<file path="config.mk">
export PLATFORM = sky130hd
export DESIGN_NAME = striping
export DESIGN_NICKNAME = d
export VERILOG_FILES = /design/src/rtl/phy_pkg.sv /design/src/rtl/stripe_lane_reg.sv /design/src/rtl/striping.sv
export SDC_FILE = /design/constraint.sdc
export NUM_CORES = 1
export LEC_CHECK = 0
export ABC_AREA = 1
export CORE_ASPECT_RATIO = 1.25
export CORE_UTILIZATION = 47
export CTS_CLUSTER_SIZE = 10
export DETAILED_ROUTE_END_ITERATION = 12
export PLACE_DENSITY = 0.88
export SLEW_MARGIN = 20
export SYNTH_ARGS = -nofsm -noshare
export SYNTH_HDL_FRONTEND = slang
export SYNTH_SLANG_ARGS = --single-unit
export TNS_END_PERCENT = 5
</file>
<file path="constraint.sdc">
create_clock -name clk_2f -period 1.6 [get_ports clk_2f]
set_clock_uncertainty 0.15 [all_clocks]
set_input_delay 0.32 -clock clk_2f [delete_from_list [all_inputs] [get_ports clk_2f]]
set_output_delay 0.32 -clock clk_2f [all_outputs]
set_load 0.02 [all_outputs]
</file>
<file path="src/rtl/phy_pkg.sv">
// Shared PHY definitions for the transmit striping block and the paired lane merger.
package phy_pkg;
    localparam int DATA_W    = 32;
    localparam int NUM_LANES = 2;
    localparam logic [DATA_W-1:0] IDLE_WORD_DEF = '0;

    typedef enum logic {
        ST_ALIGN = 1'b0,
        ST_RUN   = 1'b1
    } state_t;
endpackage

</file>
<file path="src/rtl/stripe_lane_reg.sv">
// One output lane: data/valid register loaded in its own slot, idle word on empty slots.
module stripe_lane_reg #(
    parameter int                DATA_W    = 32,
    parameter logic [DATA_W-1:0] IDLE_WORD = '0
) (
    input  logic              clk_2f,
    input  logic              reset,
    input  logic              load,
    input  logic [DATA_W-1:0] data_in,
    input  logic              valid_in,
    output logic [DATA_W-1:0] lane,
    output logic              valid
);
    always_ff @(posedge clk_2f) begin
        if (reset) begin
            lane  <= IDLE_WORD;
            valid <= 1'b0;
        end else if (load) begin
            lane  <= valid_in ? data_in : IDLE_WORD;
            valid <= valid_in;
        end
    end
endmodule

</file>
<file path="src/rtl/striping.sv">
// Splits a clk_2f word stream across two lanes by a free-running slot phase;
// each lane word is held two cycles for clk_f consumers.
module striping
    import phy_pkg::*;
#(
    parameter int                DATA_W       = phy_pkg::DATA_W,
    parameter int                ALIGN_CYCLES = 4,
    parameter logic [DATA_W-1:0] IDLE_WORD    = IDLE_WORD_DEF,
    parameter int                CNT_W        = 16
) (
    input  logic              clk_2f,
    input  logic              reset,
    input  logic [DATA_W-1:0] data_in,
    input  logic              valid_in,
    output logic              ready,
    output logic [DATA_W-1:0] lane_0,
    output logic              valid_0,
    output logic [DATA_W-1:0] lane_1,
    output logic              valid_1,
    output logic              phase,
    output logic [CNT_W-1:0]  word_count,
    output logic [CNT_W-1:0]  drop_count
);
    localparam int AW = (ALIGN_CYCLES > 2) ? $clog2(ALIGN_CYCLES) : 1;

    state_t                               state, state_nxt;
    logic   [AW-1:0]                      align_cnt;
    logic                                 run;
    logic   [NUM_LANES-1:0]               lane_sel;
    logic   [NUM_LANES-1:0][DATA_W-1:0]   lane_q;
    logic   [NUM_LANES-1:0]               lane_vld;

    assign run   = (state == ST_RUN);
    assign ready = run;

    always_ff @(posedge clk_2f) begin
        if (reset) state <= ST_ALIGN;
        else       state <= state_nxt;
    end

    always_comb begin
        state_nxt = state;
        if (state == ST_ALIGN && align_cnt == AW'(ALIGN_CYCLES - 1))
            state_nxt = ST_RUN;
    end

    // Phase runs in every state; an even ALIGN length makes RUN open on slot 0.
    always_ff @(posedge clk_2f) begin
        if (reset) begin
            align_cnt <= '0;
            phase     <= 1'b0;
        end else begin
            phase <= ~phase;
            if (!run) align_cnt <= align_cnt + AW'(1);
        end
    end

    always_ff @(posedge clk_2f) begin
        if (reset) begin
            word_count <= '0;
            drop_count <= '0;
        end else if (valid_in) begin
            if (run)                   word_count <= word_count + CNT_W'(1);
            else if (drop_count != '1) drop_count <= drop_count + CNT_W'(1);
        end
    end

    // Slots are consumed whether or not a word arrives, so lane order is never compacted.
    assign lane_sel = run ? (phase ? 2'b10 : 2'b01) : 2'b00;

    for (genvar i = 0; i < NUM_LANES; i++) begin : g_lane
        stripe_lane_reg #(
            .DATA_W   (DATA_W),
            .IDLE_WORD(IDLE_WORD)
        ) u_lane (
            .clk_2f  (clk_2f),
            .reset   (reset),
            .load    (lane_sel[i]),
            .data_in (data_in),
            .valid_in(valid_in),
            .lane    (lane_q[i]),
            .valid   (lane_vld[i])
        );
    end

    assign lane_0  = lane_q[0];
    assign valid_0 = lane_vld[0];
    assign lane_1  = lane_q[1];
    assign valid_1 = lane_vld[1];
endmodule
</file>
==> impl_table.tex, run 1 <==
\begin{tabular}{lr}
\hline
Metric & Value \\
\hline
\multicolumn{2}{l}{\textbf{Status}} \\
Status & complete, no violations \\
\multicolumn{2}{l}{\textbf{Routing}} \\
Met2 WL post-DR & 5864 microns \\
Routed length on met1 & 4449 microns \\
Met3 Routed Length & 875 microns \\
Total vias in the final route & 4228 \\
Vias per inst & 5.169 \\
Remaining antenna violation count & 0 \\
Max Used Layer & met4 \\
Drt pass-1 iters & 4 \\
DRC violations left & 0 \\
Routed WL per cell & 13.95 microns \\
Count of routing violations after the opening detailed-route iteration & 166 \\
DRT Wirelength & 11410 microns \\
\multicolumn{2}{l}{\textbf{Setup path}} \\
Register-to-Register Setup Slack & 0.03 ns \\
Max stage delay cell, worst path & sky130\_fd\_sc\_hd\_\_dfxtp\_1 \\
Count of buffer and inverter cells on the critical path & 1 \\
CP Data Required Time & 1.13 ns \\
Largest stage delay, worst path & 0.46 ns \\
Cell-by-cell listing of the critical path & clkdlybuf4s15\_2 \\
Logic depth of the worst path, buffers included & 1 \\
Critical-path maximum fanout & 6 \\
Number of cells traversed by the worst register-to-register path & 6 \\
Critical path arrival & 1.10 ns \\
Gate family responsible for the most delay along the worst path & flip-flops \\
Capturing point of the worst reg2reg path & word\_count[14] \\
Endpoint type of the worst setup path & output port \\
Worst setup path category & register to output port \\
Source of the worst register-to-register timing path & word\_count[0] \\
Sort of element at the start of the critical path & register \\
\multicolumn{2}{l}{\textbf{Timing}} \\
Rel. slew slack & 80.38\% \\
Final max-slew violation count & 0 \\
Maximum frequency from static timing analysis & 636.4 MHz \\
Final worst slack & 0.02860 ns \\
Final hold violation count & 0 \\
Setup violators final & 0 \\
Time the worst path needs with I/O delays and setup & 1.571 ns \\
Setup repair after global routing missed its margin & true \\
Total negative slack for setup checks & 0 ns \\
Final critical-path share of the clock period & 98.21\% \\
Slew at the pin closest to its max-slew limit & 0.2943 ns \\
\multicolumn{2}{l}{\textbf{Clocking}} \\
Maximum clock path buffer count & 2 \\
TritonCTS clock tree & done \\
Insertion delay to the later sink of the worst-skew pair & 0.33 ns \\
Clock Sink Count & 102 \\
CTS hold repair buffers & 0 \\
Clock root buffer & sky130\_fd\_sc\_hd\_\_clkbuf\_16 \\
Clock edge transition at the registers on the reported setup and hold paths & 0.07 ns \\
Max H-tree Level & 3 \\
Clock buffers created by TritonCTS & 9 \\
\multicolumn{2}{l}{\textbf{Power}} \\
Leak pwr & 0.002758 uW \\
Worst supply voltage drop on vdd & 0.0006855 V \\
PD cells & 949.4 mW/mm\^{}2 \\
\multicolumn{2}{l}{\textbf{GRT}} \\
Total global routing overflow & 0 \\
Total global routing track utilization & 23.79\% \\
Pin count of the biggest net entering global routing & 51 \\
Vias in the first global route & 4019 \\
First-pass GRT wire length & 18130 microns \\
Number of antenna violations at the first check in global routing & 0 \\
\multicolumn{2}{l}{\textbf{Floorplan}} \\
Core ar. & 0.009125 sq mm \\
Top-level I/O count & 135 \\
Number of placement rows & 39 \\
Die boundary height & 110.2 microns \\
Effective utilization at floorplan & 48.22\% \\
Area of the die & 0.009756 sq mm \\
Die outline width & 88.55 microns \\
\multicolumn{2}{l}{\textbf{Synthesis}} \\
Ys async rst share & 0\% \\
Warnings, synthesis & 0 \\
Cell area after synthesis & 0.004400 sq mm \\
Synthesized net count & 584 \\
Top-count cell post-synth & sky130\_fd\_sc\_hd\_\_nor2\_1 \\
Commonest cells in the netlist & sky130\_fd\_sc\_hd\_\_nor2\_1, sky130\_fd\_sc\_hd\_\_nand2\_1, sky130\_fd\_sc\_hd\_\_dfxtp\_1 \\
Number of distinct library cells after synthesis & 37 \\
Average cell area after synthesis & 8.059 sq um \\
Top cell type's share of synthesized area & 46.40\% \\
Number of synthesized flops with an enable pin & 0 \\
Synth Register Bits & 102 \\
Sequential share of the synthesized area & 46.40\% \\
Top cell type by total area after synthesis & sky130\_fd\_sc\_hd\_\_dfxtp\_1 \\
Most instantiated flip-flop cell in the synthesis netlist & sky130\_fd\_sc\_hd\_\_dfxtp\_1 \\
Largest cells by area after synthesis & sky130\_fd\_sc\_hd\_\_dfxtp\_1, sky130\_fd\_sc\_hd\_\_nor2\_1, sky130\_fd\_sc\_hd\_\_nand2\_1 \\
Cells after Synth & 546 \\
\multicolumn{2}{l}{\textbf{Place}} \\
Weighted congestion at the end of routability-driven global placement & 0.8405 \\
Post-Place Setup Slack & -0.2714 ns \\
Cell count after placement & 799 \\
Placed wire-length estimate after detailed placement & 8189 microns \\
Number of input and output port buffers inserted & 134 \\
\multicolumn{2}{l}{\textbf{Layout}} \\
Diode count & 0 \\
Non-Filler Instances & 818 \\
Fraction of layout instances using a drive strength above 1 & 17.99\% \\
Post-layout net count & 728 \\
Area added between synthesis and finish & 41.83\% \\
\multicolumn{2}{l}{\textbf{Worst hold path}} \\
Number of instances on the worst hold path & 3 \\
Hold worst-path end & ready \\
Class of the tightest hold or removal check & input pin to register \\
Hold Path Origin & reset \\
\multicolumn{2}{l}{\textbf{Job}} \\
Maxcap violations & 0 \\
\hline
\end{tabular}
-- metrics by stage --
| step | instance area, sq um | utilization, % | power [uW] | hold WS (ns) |
|---|---|---|---|---|
| detailed placement | 5958 | 65.30 | 3765 | 0.3095 |
| global placement | 5958 | 65.30 | 3725 | 0.2885 |
| finish | 6241 | 68.39 | 5925 | 0.3010 |
| CTS | 6166 | 67.57 | 5965 | 0.3003 |
| global route | 6241 | 68.39 | 6181 | 0.3122 |
| floorplan | 4403 | - | 3324 | 0.2797 |
-- worst max path at each step --
stage                                           end           start  slack (ns)
final                                 drop_count[3]   drop_count[3]        0.03
after global routing                 drop_count[13]   drop_count[1]       -0.04
after CTS                            drop_count[11]  drop_count[11]       0.002
after detailed placement  g_lane[1].u_lane.lane[15]        valid_in       -0.27
after global placement               drop_count[11]        valid_in       -0.23
after floorplan                       drop_count[3]   drop_count[0]        0.03
-- layout by cell type, fill, tap and decap left out, types with 16 or more instances in the layout --
cell / instances
sky130_fd_sc_hd__nor2_1: 119
sky130_fd_sc_hd__nand2_1: 101
sky130_fd_sc_hd__dfxtp_1: 89
sky130_fd_sc_hd__dlygate4sd2_1: 84
sky130_fd_sc_hd__a211oi_1: 44
sky130_fd_sc_hd__clkdlybuf4s50_1: 33
sky130_fd_sc_hd__inv_1: 28
sky130_fd_sc_hd__buf_4: 23
sky130_fd_sc_hd__a211oi_2: 20
sky130_fd_sc_hd__a21oi_1: 16
-- power breakdown --
group / switching [uW] / internal, uW / leakage [uW]
combinational: 519 / 362 / 0.00177
clock: 921 / 1370 / 0.000152
sequential: 84.4 / 2670 / 0.000832
-- area by class of cell --
cell class,instances,area (sq um)
Clock inverter,6,86.33
Timing Repair Buffer,161,1456
Sequential cell,102,2063
Fill cell,759,2884
Tap cell,123,153.9
Inverter,35,135.1
Clock buffer,10,229.0
Multi-Input combinational cell,381,2117
-- state kept, by name (all words and copies together) (netlist names) --
signal / flops
align_cnt: 2
drop_count: 16
g_lane.u_lane.lane: 64
g_lane.u_lane.valid: 2
phase: 1
ready: 1
word_count: 16
-- tightest hold or removal path, stage by stage --
cell and delay, ns:
sky130_fd_sc_hd__buf_2 0.13, sky130_fd_sc_hd__buf_12 0.18, sky130_fd_sc_hd__nor2_1 0.11
-- cell families after synthesis --
family | share of synthesized area (%)
compound gates | 17.34
xor+xnor | 0.9953
fa+ha+maj | 0.8531
buf+inv | 6.966
flops | 46.40
simple gates | 27.44
-- what timing repair did --
action                                  in CTS  in global routing
buffers inserted                             0                  2
cloned                                       0                  1
pin swaps                                    1                  5
gates resized for setup                    110                 43
endpoints found under the setup margin     102                 39
-- per-layer routing --
layer	vias to the layer above	track usage, %
met5	-	0
met3	23	8.340
met2	148	43.02
met4	0	7.258
met1	1960	25.78
li1	2097	-
Power figures use the tool's default switching activity.
==> run 2: changes to the inputs <==
Settings changed: SLEW_MARGIN 20 to 0.
==> results of run 2 <==
Same layout as run 1: the final DEF is identical, and so are final timing and power.
==> run 3: changes to the inputs <==
Settings changed: GPL_TIMING_DRIVEN set to 0.
==> impl_table.tex, run 3 (same netlist as run 1, synthesis figures left out) <==
\begin{tabular}{lr}
\hline
Metric & Value \\
\hline
\multicolumn{2}{l}{\textbf{Layout}} \\
Largest regs & g\_lane.u\_lane.lane: 64 flops, drop\_count: 16 flops, word\_count: 16 flops (unchanged) \\
Flip-flop count of the largest register after layout & 64 (unchanged) \\
Diode count & 0 (unchanged) \\
Most common cell after layout, fill and taps aside & sky130\_fd\_sc\_hd\_\_nor2\_1 (unchanged) \\
Fraction of layout instances using a drive strength above 1 & 18.05\% (was 17.99\%) \\
Area added between synthesis and finish & 39.89\% (was 41.83\%) \\
Register with the highest flop count & g\_lane.u\_lane.lane (unchanged) \\
Post-layout net count & 731 (was 728) \\
Leading cell types in the layout, fill and taps excluded & sky130\_fd\_sc\_hd\_\_nor2\_1, sky130\_fd\_sc\_hd\_\_nand2\_1, sky130\_fd\_sc\_hd\_\_dfxtp\_1 (unchanged) \\
Number of fillers in the final layout & 786 (was 759) \\
Final instance area & 0.006156 sq mm (was 0.006241 sq mm) \\
Util after Layout & 67.46\% (was 68.39\%) \\
Non-Filler Instances & 821 (was 818) \\
\multicolumn{2}{l}{\textbf{GRT}} \\
Total global routing overflow & 0 (unchanged) \\
First-pass GRT wire length & 18960 microns (was 18130 microns) \\
Number of antenna violations at the first check in global routing & 0 (unchanged) \\
Total global routing track utilization & 25.30\% (was 23.79\%) \\
Pin count of the biggest net entering global routing & 17 (was 51) \\
Vias in the first global route & 4160 (was 4019) \\
\multicolumn{2}{l}{\textbf{Setup path}} \\
Critical path arrival & 1.10 ns (about the same) \\
CP Data Required Time & 1.13 ns (about the same) \\
Worst setup path category & register to output port (unchanged) \\
Sort of element at the start of the critical path & register (unchanged) \\
Critical-path maximum fanout & 5 (was 6) \\
Largest stage delay, worst path & 0.43 ns (was 0.46 ns) \\
Count of buffer and inverter cells on the critical path & 1 (unchanged) \\
Endpoint type of the worst setup path & output port (unchanged) \\
Cell-by-cell listing of the critical path & clkdlybuf4s15\_1 (was clkdlybuf4s15\_2) \\
Gate family responsible for the most delay along the worst path & flip-flops (unchanged) \\
Max stage delay cell, worst path & sky130\_fd\_sc\_hd\_\_dfxtp\_1 (unchanged) \\
\multicolumn{2}{l}{\textbf{Routing}} \\
Remaining antenna violation count & 0 (unchanged) \\
Routed WL per cell & 14.90 microns (was 13.95 microns) \\
DRT Wirelength & 12230 microns (was 11410 microns) \\
Count of routing violations after the opening detailed-route iteration & 141 (was 166) \\
DRC violations left & 0 (unchanged) \\
Total vias in the final route & 4279 (was 4228) \\
Drt pass-1 iters & 4 (unchanged) \\
Vias per inst & 5.212 (was 5.169) \\
\multicolumn{2}{l}{\textbf{Place}} \\
Cell count after placement & 802 (was 799) \\
Placed wire-length estimate after detailed placement & 8991 microns (was 8189 microns) \\
Weighted congestion at the end of routability-driven global placement & 0.8435 (was 0.8405) \\
Number of input and output port buffers inserted & 133 (was 134) \\
Instance area at placement & 0.005888 sq mm (was 0.005958 sq mm) \\
\multicolumn{2}{l}{\textbf{Clocking}} \\
TritonCTS clock tree & done (unchanged) \\
Max H-tree Level & 3 (unchanged) \\
Maximum clock path buffer count & 2 (unchanged) \\
Clock Sink Count & 102 (unchanged) \\
Clock edge transition at the registers on the reported setup and hold paths & 0.07 ns (about the same) \\
Insertion delay to the later sink of the worst-skew pair & 0.34 ns (was 0.33 ns) \\
CTS hold repair buffers & 0 (unchanged) \\
Clock buffers created by TritonCTS & 9 (unchanged) \\
Clock root buffer & sky130\_fd\_sc\_hd\_\_clkbuf\_16 (unchanged) \\
\multicolumn{2}{l}{\textbf{Timing}} \\
Post-route worst hold slack & 0.1917 ns (was 0.3010 ns) \\
Setup violators final & 0 (unchanged) \\
Rel. slew slack & 67.86\% (was 80.38\%) \\
Maximum frequency from static timing analysis & 635.7 MHz (was 636.4 MHz) \\
Final critical-path share of the clock period & 98.31\% (was 98.21\%) \\
Final hold violation count & 0 (unchanged) \\
Setup repair after global routing missed its margin & true (unchanged) \\
Total negative slack for setup checks & 0 ns (unchanged) \\
Time the worst path needs with I/O delays and setup & 1.573 ns (was 1.571 ns) \\
Slew at the pin closest to its max-slew limit & 0.4821 ns (was 0.2943 ns) \\
Final max-slew violation count & 0 (unchanged) \\
\multicolumn{2}{l}{\textbf{Power}} \\
Worst supply voltage drop on vdd & 0.0006454 V (was 0.0006855 V) \\
PD cells & 940.9 mW/mm\^{}2 (was 949.4 mW/mm\^{}2) \\
Leak pwr & 0.002701 uW (was 0.002758 uW) \\
\multicolumn{2}{l}{\textbf{Floorplan}} \\
Die boundary height & 110.2 microns (unchanged) \\
Number of placement rows & 39 (unchanged) \\
Core ar. & 0.009125 sq mm (unchanged) \\
Area of the die & 0.009756 sq mm (unchanged) \\
Effective utilization at floorplan & 48.22\% (unchanged) \\
Die outline width & 88.55 microns (unchanged) \\
Top-level I/O count & 135 (unchanged) \\
\multicolumn{2}{l}{\textbf{Status}} \\
Status & complete, no violations (unchanged) \\
\multicolumn{2}{l}{\textbf{Worst hold path}} \\
Class of the tightest hold or removal check & input pin to register (unchanged) \\
\multicolumn{2}{l}{\textbf{Job}} \\
Maxcap violations & 0 (unchanged) \\
\hline
\end{tabular}
## run 3: worst register-to-register path, stage by stage, from the launching register on
cell and delay (ns):
sky130_fd_sc_hd__dfxtp_4 0.38, sky130_fd_sc_hd__ha_4 0.15, sky130_fd_sc_hd__nand2_2 0.07, sky130_fd_sc_hd__nor2_4 0.17, sky130_fd_sc_hd__nand4_4 0.16, sky130_fd_sc_hd__buf_6 0.18
sky130_fd_sc_hd__a21oi_1 0.12, sky130_fd_sc_hd__nor2_1 0.07
## run 3: routing by layer
| layer | track usage (%) | part of all wire [%] |
|---|---|---|
| met1 | 26.99 | 40 |
| met2 | 45.93 | 52 |
| met3 | 6.999 | 6.1 |
| met4 | 11.29 | 2.4 |
| met5 | 0 | 0 |
## run 3: where the power goes
group          switching [uW]  internal [uW]
registers                89.4           2670
clock network             942           1210
logic                     534            349
## run 3: repair_timing
action                     4_1_cts  5_1_grt
buffers inserted                 0        2
cloned                           0        1
setup endpoints to repair      128       76
pin swaps                        0        4
resized for setup              110       57
## run 3: metrics by stage
stage               power, uW  setup WS, ns
finish                   5792       0.02703
global route             6026      -0.02500
CTS                      5798      -0.01232
detailed placement       3766       -0.4633
global placement         3728       -0.4302
floorplan                3324       0.03372
## run 3: path summary, 6_finish.rpt
| check | start | end | slack, ns | depth (start not counted) |
|---|---|---|---|---|
| setup / recovery | drop_count[14] | drop_count[14] | 0.03 | 1 |
| hold / removal | valid_in | g_lane[0].u_lane.lane[2] | 0.19 | 3 |
| setup reg to reg | drop_count[1] | drop_count[15] | 0.04 | 7 |
| hold reg to reg | align_cnt[0] | align_cnt[0] | 0.33 | 1 |
## run 3: area by class of cell
cell class                      count  area, sq um  share of cell area [%]
Multi-Input combinational cell    380         2110                   34.27
Timing Repair Buffer              136         1225                   19.90
Clock inverter                      6        62.56                   1.016
Clock buffer                       10        229.0                   3.720
Buffer                             29        181.4                   2.947
Tap cell                          123        153.9                   2.500
Sequential cell                   102         2059                   33.46
Inverter                           35        135.1                   2.195
